`config.mk`:
```
export PLATFORM = sky130hd
export DESIGN_NAME = bus_cycle_ctrl
export DESIGN_NICKNAME = d
export VERILOG_FILES = /design/src/rtl/bus_cycle_ctrl.sv
export SDC_FILE = /design/constraint.sdc
export NUM_CORES = 1
export LEC_CHECK = 0
export ABC_AREA = 1
export CAP_MARGIN = 20
export CELL_PAD_IN_SITES_DETAIL_PLACEMENT = 1
export CELL_PAD_IN_SITES_GLOBAL_PLACEMENT = 1
export CORE_UTILIZATION = 36
export CTS_CLUSTER_SIZE = 28
export DETAILED_ROUTE_END_ITERATION = 8
export GPL_TIMING_DRIVEN = 1
export PLACE_DENSITY_LB_ADDON = 0.1
export RECOVER_POWER = 25
export SKIP_CTS_REPAIR_TIMING = 1
export SYNTH_ARGS = -nofsm -noshare
export SYNTH_HDL_FRONTEND = slang
export SYNTH_SLANG_ARGS = --single-unit
```
`constraint.sdc`:
```
create_clock -name clk -period 3.9 [get_ports clk]
set_input_delay 0.39 -clock clk [delete_from_list [all_inputs] [get_ports clk]]
set_output_delay 0.39 -clock clk [all_outputs]
set_load 0.02 [all_outputs]
```
`src/rtl/bus_cycle_ctrl.sv`:
```
// Bus-cycle sequencer: runs one core request as T1-T2-T3-(TW..)-T4 on the external bus,
// with a bounded wait-state counter that forces T4 with err on timeout.
module bus_cycle_ctrl #(
  parameter int unsigned MAX_WAIT = 7
) (
  input  logic        clk,
  input  logic        reset,
  input  logic        req,
  input  logic        req_wr,
  input  logic [19:0] req_addr,
  input  logic [15:0] req_wdata,
  output logic        req_ready,
  input  logic        ready,
  input  logic [15:0] data_in,
  output logic [19:0] Direction,
  output logic        RD_WR,
  output logic        ale,
  output logic        strb,
  output logic [15:0] data_out,
  output logic        data_oe,
  output logic        done,
  output logic        err,
  output logic [15:0] rdata
);

  typedef enum logic [2:0] {S_IDLE, S_T1, S_T2, S_T3, S_TW, S_T4} state_t;

  localparam logic [7:0] MAX_W = MAX_WAIT[7:0];

  state_t      state, state_nx;
  logic [7:0]  wait_cnt, wait_cnt_nx;
  logic [15:0] wdata_q, wdata_nx;
  logic [19:0] dir_nx;
  logic        rdwr_nx, ale_nx, strb_nx, data_oe_nx, done_nx, err_nx;
  logic [15:0] data_out_nx, rdata_nx;
  logic        to_t4, tmo;

  assign req_ready = (state == S_IDLE);

  // Outputs are loaded on the edge that enters a state, so they are valid for that whole state.
  always_comb begin
    state_nx    = state;
    wait_cnt_nx = wait_cnt;
    wdata_nx    = wdata_q;
    dir_nx      = Direction;
    rdwr_nx     = RD_WR;
    ale_nx      = 1'b0;
    strb_nx     = strb;
    data_out_nx = data_out;
    data_oe_nx  = data_oe;
    done_nx     = 1'b0;
    err_nx      = 1'b0;
    rdata_nx    = rdata;
    to_t4       = 1'b0;
    tmo         = 1'b0;
    case (state)
      S_IDLE: begin
        if (req) begin
          state_nx    = S_T1;
          dir_nx      = req_addr;
          rdwr_nx     = req_wr;
          wdata_nx    = req_wdata;
          ale_nx      = 1'b1;
          wait_cnt_nx = 8'd0;
        end
      end
      S_T1: begin
        state_nx = S_T2;
        strb_nx  = 1'b1;
        if (RD_WR) begin
          data_oe_nx  = 1'b1;
          data_out_nx = wdata_q;
        end
      end
      S_T2: state_nx = S_T3;
      S_T3: begin
        if (ready) begin
          to_t4 = 1'b1;
          if (!RD_WR) rdata_nx = data_in;
        end else if (MAX_W == 8'd0) begin
          to_t4 = 1'b1;
          tmo   = 1'b1;
        end else begin
          state_nx    = S_TW;
          wait_cnt_nx = 8'd1;
        end
      end
      S_TW: begin
        if (ready) begin
          to_t4 = 1'b1;
          if (!RD_WR) rdata_nx = data_in;
        end else if (wait_cnt == MAX_W) begin
          to_t4 = 1'b1;
          tmo   = 1'b1;
        end else begin
          wait_cnt_nx = wait_cnt + 8'd1;
        end
      end
      S_T4:    state_nx = S_IDLE;
      default: state_nx = S_IDLE;
    endcase
    if (to_t4) begin
      state_nx    = S_T4;
      strb_nx     = 1'b0;
      data_oe_nx  = 1'b0;
      data_out_nx = 16'h0000;
      done_nx     = 1'b1;
      err_nx      = tmo;
      if (tmo && !RD_WR) rdata_nx = 16'hFFFF;
    end
  end

  always_ff @(posedge clk or posedge reset) begin
    if (reset) begin
      state     <= S_IDLE;
      wait_cnt  <= 8'd0;
      wdata_q   <= 16'h0000;
      Direction <= 20'h00000;
      RD_WR     <= 1'b0;
      ale       <= 1'b0;
      strb      <= 1'b0;
      data_out  <= 16'h0000;
      data_oe   <= 1'b0;
      done      <= 1'b0;
      err       <= 1'b0;
      rdata     <= 16'h0000;
    end else begin
      state     <= state_nx;
      wait_cnt  <= wait_cnt_nx;
      wdata_q   <= wdata_nx;
      Direction <= dir_nx;
      RD_WR     <= rdwr_nx;
      ale       <= ale_nx;
      strb      <= strb_nx;
      data_out  <= data_out_nx;
      data_oe   <= data_oe_nx;
      done      <= done_nx;
      err       <= err_nx;
      rdata     <= rdata_nx;
    end
  end

endmodule

```
==> reports/results.txt <==
Post-Synth XOR/XNOR Area -> 0.493%
Leak Pwr -> 2.49 nW
final cycle utilization of the critical path -> 64.5%
initial antenna violation count -> 0
Top-Level Pins -> 116
Residual DRC -> 0
multiplexer share of the synthesized area -> 0%
RSZ-0062 raised after global routing -> false
die area -> 10300 um^2
total track usage -> 18.6%
Post-Syn Area -> 3560 um^2
CTS tree -> done
syn_area_per_cell -> 8.55 um^2
clock group share of total power -> 16.8%
CTS H-tree lvls -> 3
PortBufs -> 115
Worst Skew -> 0.0107 ns
final hold vios -> 0
minimum clock period -> 2.52 ns
hold_ws -> 0.475 ns
Worst-Skew Late Latency -> 0.35 ns
layout cells sized above 1 -> 5.97%
1st-iter DRT viols -> 94
main combinational cell family by area after synthesis -> simple AND/OR/NAND/NOR gates
commonest non-fill, non-tap cell in the layout -> nand2_1
failing checks -> max-capacitance violations, max-slew violations
vias per inst -> 4.57
Cell Pwr Density -> 750 nW/um^2
antenna viol nets, final -> 0
final setup violation count -> 0
Die W -> 101 um
area delta synth->final -> 40.4%
Synth Instances -> 416
unique cell type count in the Yosys netlist -> 25
required time of the critical path -> 4.28 ns
Internal Power -> 2.26 mW
kind of start point of the critical path -> primary input
n_diodes -> 0
largest vdd supply drop -> 289 uV
Setup CP Type -> primary input to async pin
clk slew on worst S/H paths -> 0.08 ns
Compound-Gate Fraction of Synth Area -> 0.774%
MaxCap Viol Count -> 1
Final nets -> 589
Data arrival, critical path -> 2.89 ns
sequential power share -> 38.4%
Sw Share -> 39.7%
initial core utilization -> 37.8%
Worst Path Buf+Inv -> 3
Cell Chain, Critical Path -> dlygate4sd3_1 -> clkinvlp_2 -> clkbuf_1
row count -> 35
CP max-delay cell -> clkinvlp_2
Detailed Place HPWL -> 6.33 mm
Pre-antenna DRT Iters -> 4
CP max FO -> 50
Clock Tree Root -> clkbuf_8
final total negative setup slack -> 0 ns
Die Y -> 101 um
Num CTS Buffers -> 9
core area -> 9420 um^2
most frequent cells in the layout -> nand2_1 (233), clkdlybuf4s50_1 (114), dfrtp_1 (85)
HP Class -> flip-flop to flip-flop
clock sink count -> 85
post-DR wirelength/cell -> 13.3 um
Slew Viols, Final -> 51
via count -> 3042
FILL cells -> 1135
slew margin rel. -> -44.4%
register area -> 2130 um^2
Multi-input gate area -> 1270 um^2
largest net degree at the start of global routing -> 51
simple-gate area share of the yosys netlist -> 34.3%
Psw -> 1.49 mW
Seq cells post-synth -> 85
status -> finished with violations
Synth Warn # -> 0
clock buffer depth -> 2
Critical Path Max Stage Delay -> 1.23 ns
Total Wirelength -> 8.88 mm
GRT Residual Overflow -> 0
cell family with most CP delay -> buffers and inverters
part of the Yosys area used for sequential elements -> 59.8%
Synth Net Count -> 474
crit path capture type -> async pin
Peak Freq -> 397 MHz
gpl congestion -> 0.748
Comb power frac -> 44.8%
first-pass GRT wire length -> 14.8 mm
vias in the first global route -> 3156
Slew @ Worst Pin -> 2.15 ns
post-synthesis adder-cell area fraction -> 0.352%
## per-stage QoR
| stage | setup WS [ns] | area [um^2] | total power [mW] | instances | util (%) |
|---|---|---|---|---|---|
| 2_1_floorplan | 1.32 | 3560 | 2.40 | 416 | - |
| 3_3_place_gp | 1.56 | 4810 | 3.12 | 649 | 51.0 |
| 3_5_place_dp | 1.48 | 4810 | 3.17 | 649 | 51.0 |
| 4_1_cts | 1.61 | 5000 | 3.81 | 665 | 53.1 |
| 5_1_grt | 0.938 | 4990 | 4.03 | 665 | 53.0 |
| 6_report | 1.38 | 4990 | 3.74 | 665 | 53.0 |
## path summary, 6_finish.rpt
| kind | slack, ns | cells past startpoint | end | start |
|---|---|---|---|---|
| max | 1.38 | 3 | wait_cnt[1] | reset |
| min | 0.48 | 2 | data_out[15] | data_out[15] |
| max reg2reg | 1.72 | 7 | wdata_q[12] | state[0] |
| min reg2reg | 0.48 | 2 | data_out[15] | data_out[15] |
| max in group clk | 1.72 | 7 | wdata_q[12] | state[0] |
| min in group asynchronous | 1.06 | 2 | data_out[8] | reset |
## worst min-delay path, cell delays in order, from the launching register on
cell,delay (ns)
dfrtp_1,0.35
nand2_1,0.05
nand2_1,0.05
## metal layers
metal,vias up,wire length (um),share of wire (%),global-route usage [%]
li1,1507,-,-,-
met1,1438,3880,44,22.5
met2,88,4180,47,31.2
met3,9,725,8.2,6.56
met4,0,91,1.0,6.02
met5,-,0,0,0
## cells by family after synthesis
logic type | count (synthesis)
xor gates and xnor gates | 2
adders and majority gates | 1
AOI/OAI and AO/OA | 5
DFF | 85
buffers and inverters | 32
and+or+nand+nor | 291
## power groups by stage
stage	combinational [mW]	sequential (mW)	clock [mW]
floorplan	0.657	1.74	0
global placement	1.67	1.45	0
detailed placement	1.71	1.45	0
CTS	1.72	1.45	0.649
global route	1.85	1.48	0.690
finish	1.68	1.44	0.628
## cell type report
class,instances,share of cell area [%]
repair buffers,117,23.3
inverters,19,1.45
well taps,129,3.23
flip-flops and latches,85,42.6
clock inverters,6,1.38
multi-input cells,299,25.5
clock buffers,10,2.56
## cells in the mapped netlist
cell type  instances  area [um^2]
nor2_4             1         11.3
inv_1             15         56.3
buf_6              2         22.5
nand3_4            1         17.5
nor3_1             3         15.0
nor2_1            14         52.6
buf_2              6         30.0
clkbuf_1           3         11.3
inv_2              4         15.0
nand2_2            2         12.5
a21oi_1            1         5.00
nand3_1           25          125
nor2_8             1         20.0
nand2_1          233          875
dfrtp_1           85         2130
nand3_2            2         20.0
nand4_1            2         12.5
o21ai_0            3         15.0
nand2_4            3         33.8
xor2_1             2         17.5
buf_4              2         15.0
ha_1               1         12.5
nand3b_1           1         7.51
nor2_2             3         18.8
o21a_1             1         7.51
## flip-flops by register name, indices dropped and copies added, names as in the netlist
signal	count
wdata_q	16
ale	1
state	3
rdata	16
err	1
Direction	20
done	1
data_oe	1
strb	1
wait_cnt	8
RD_WR	1
data_out	16
Note: power is estimated with default switching activity, not from simulation.
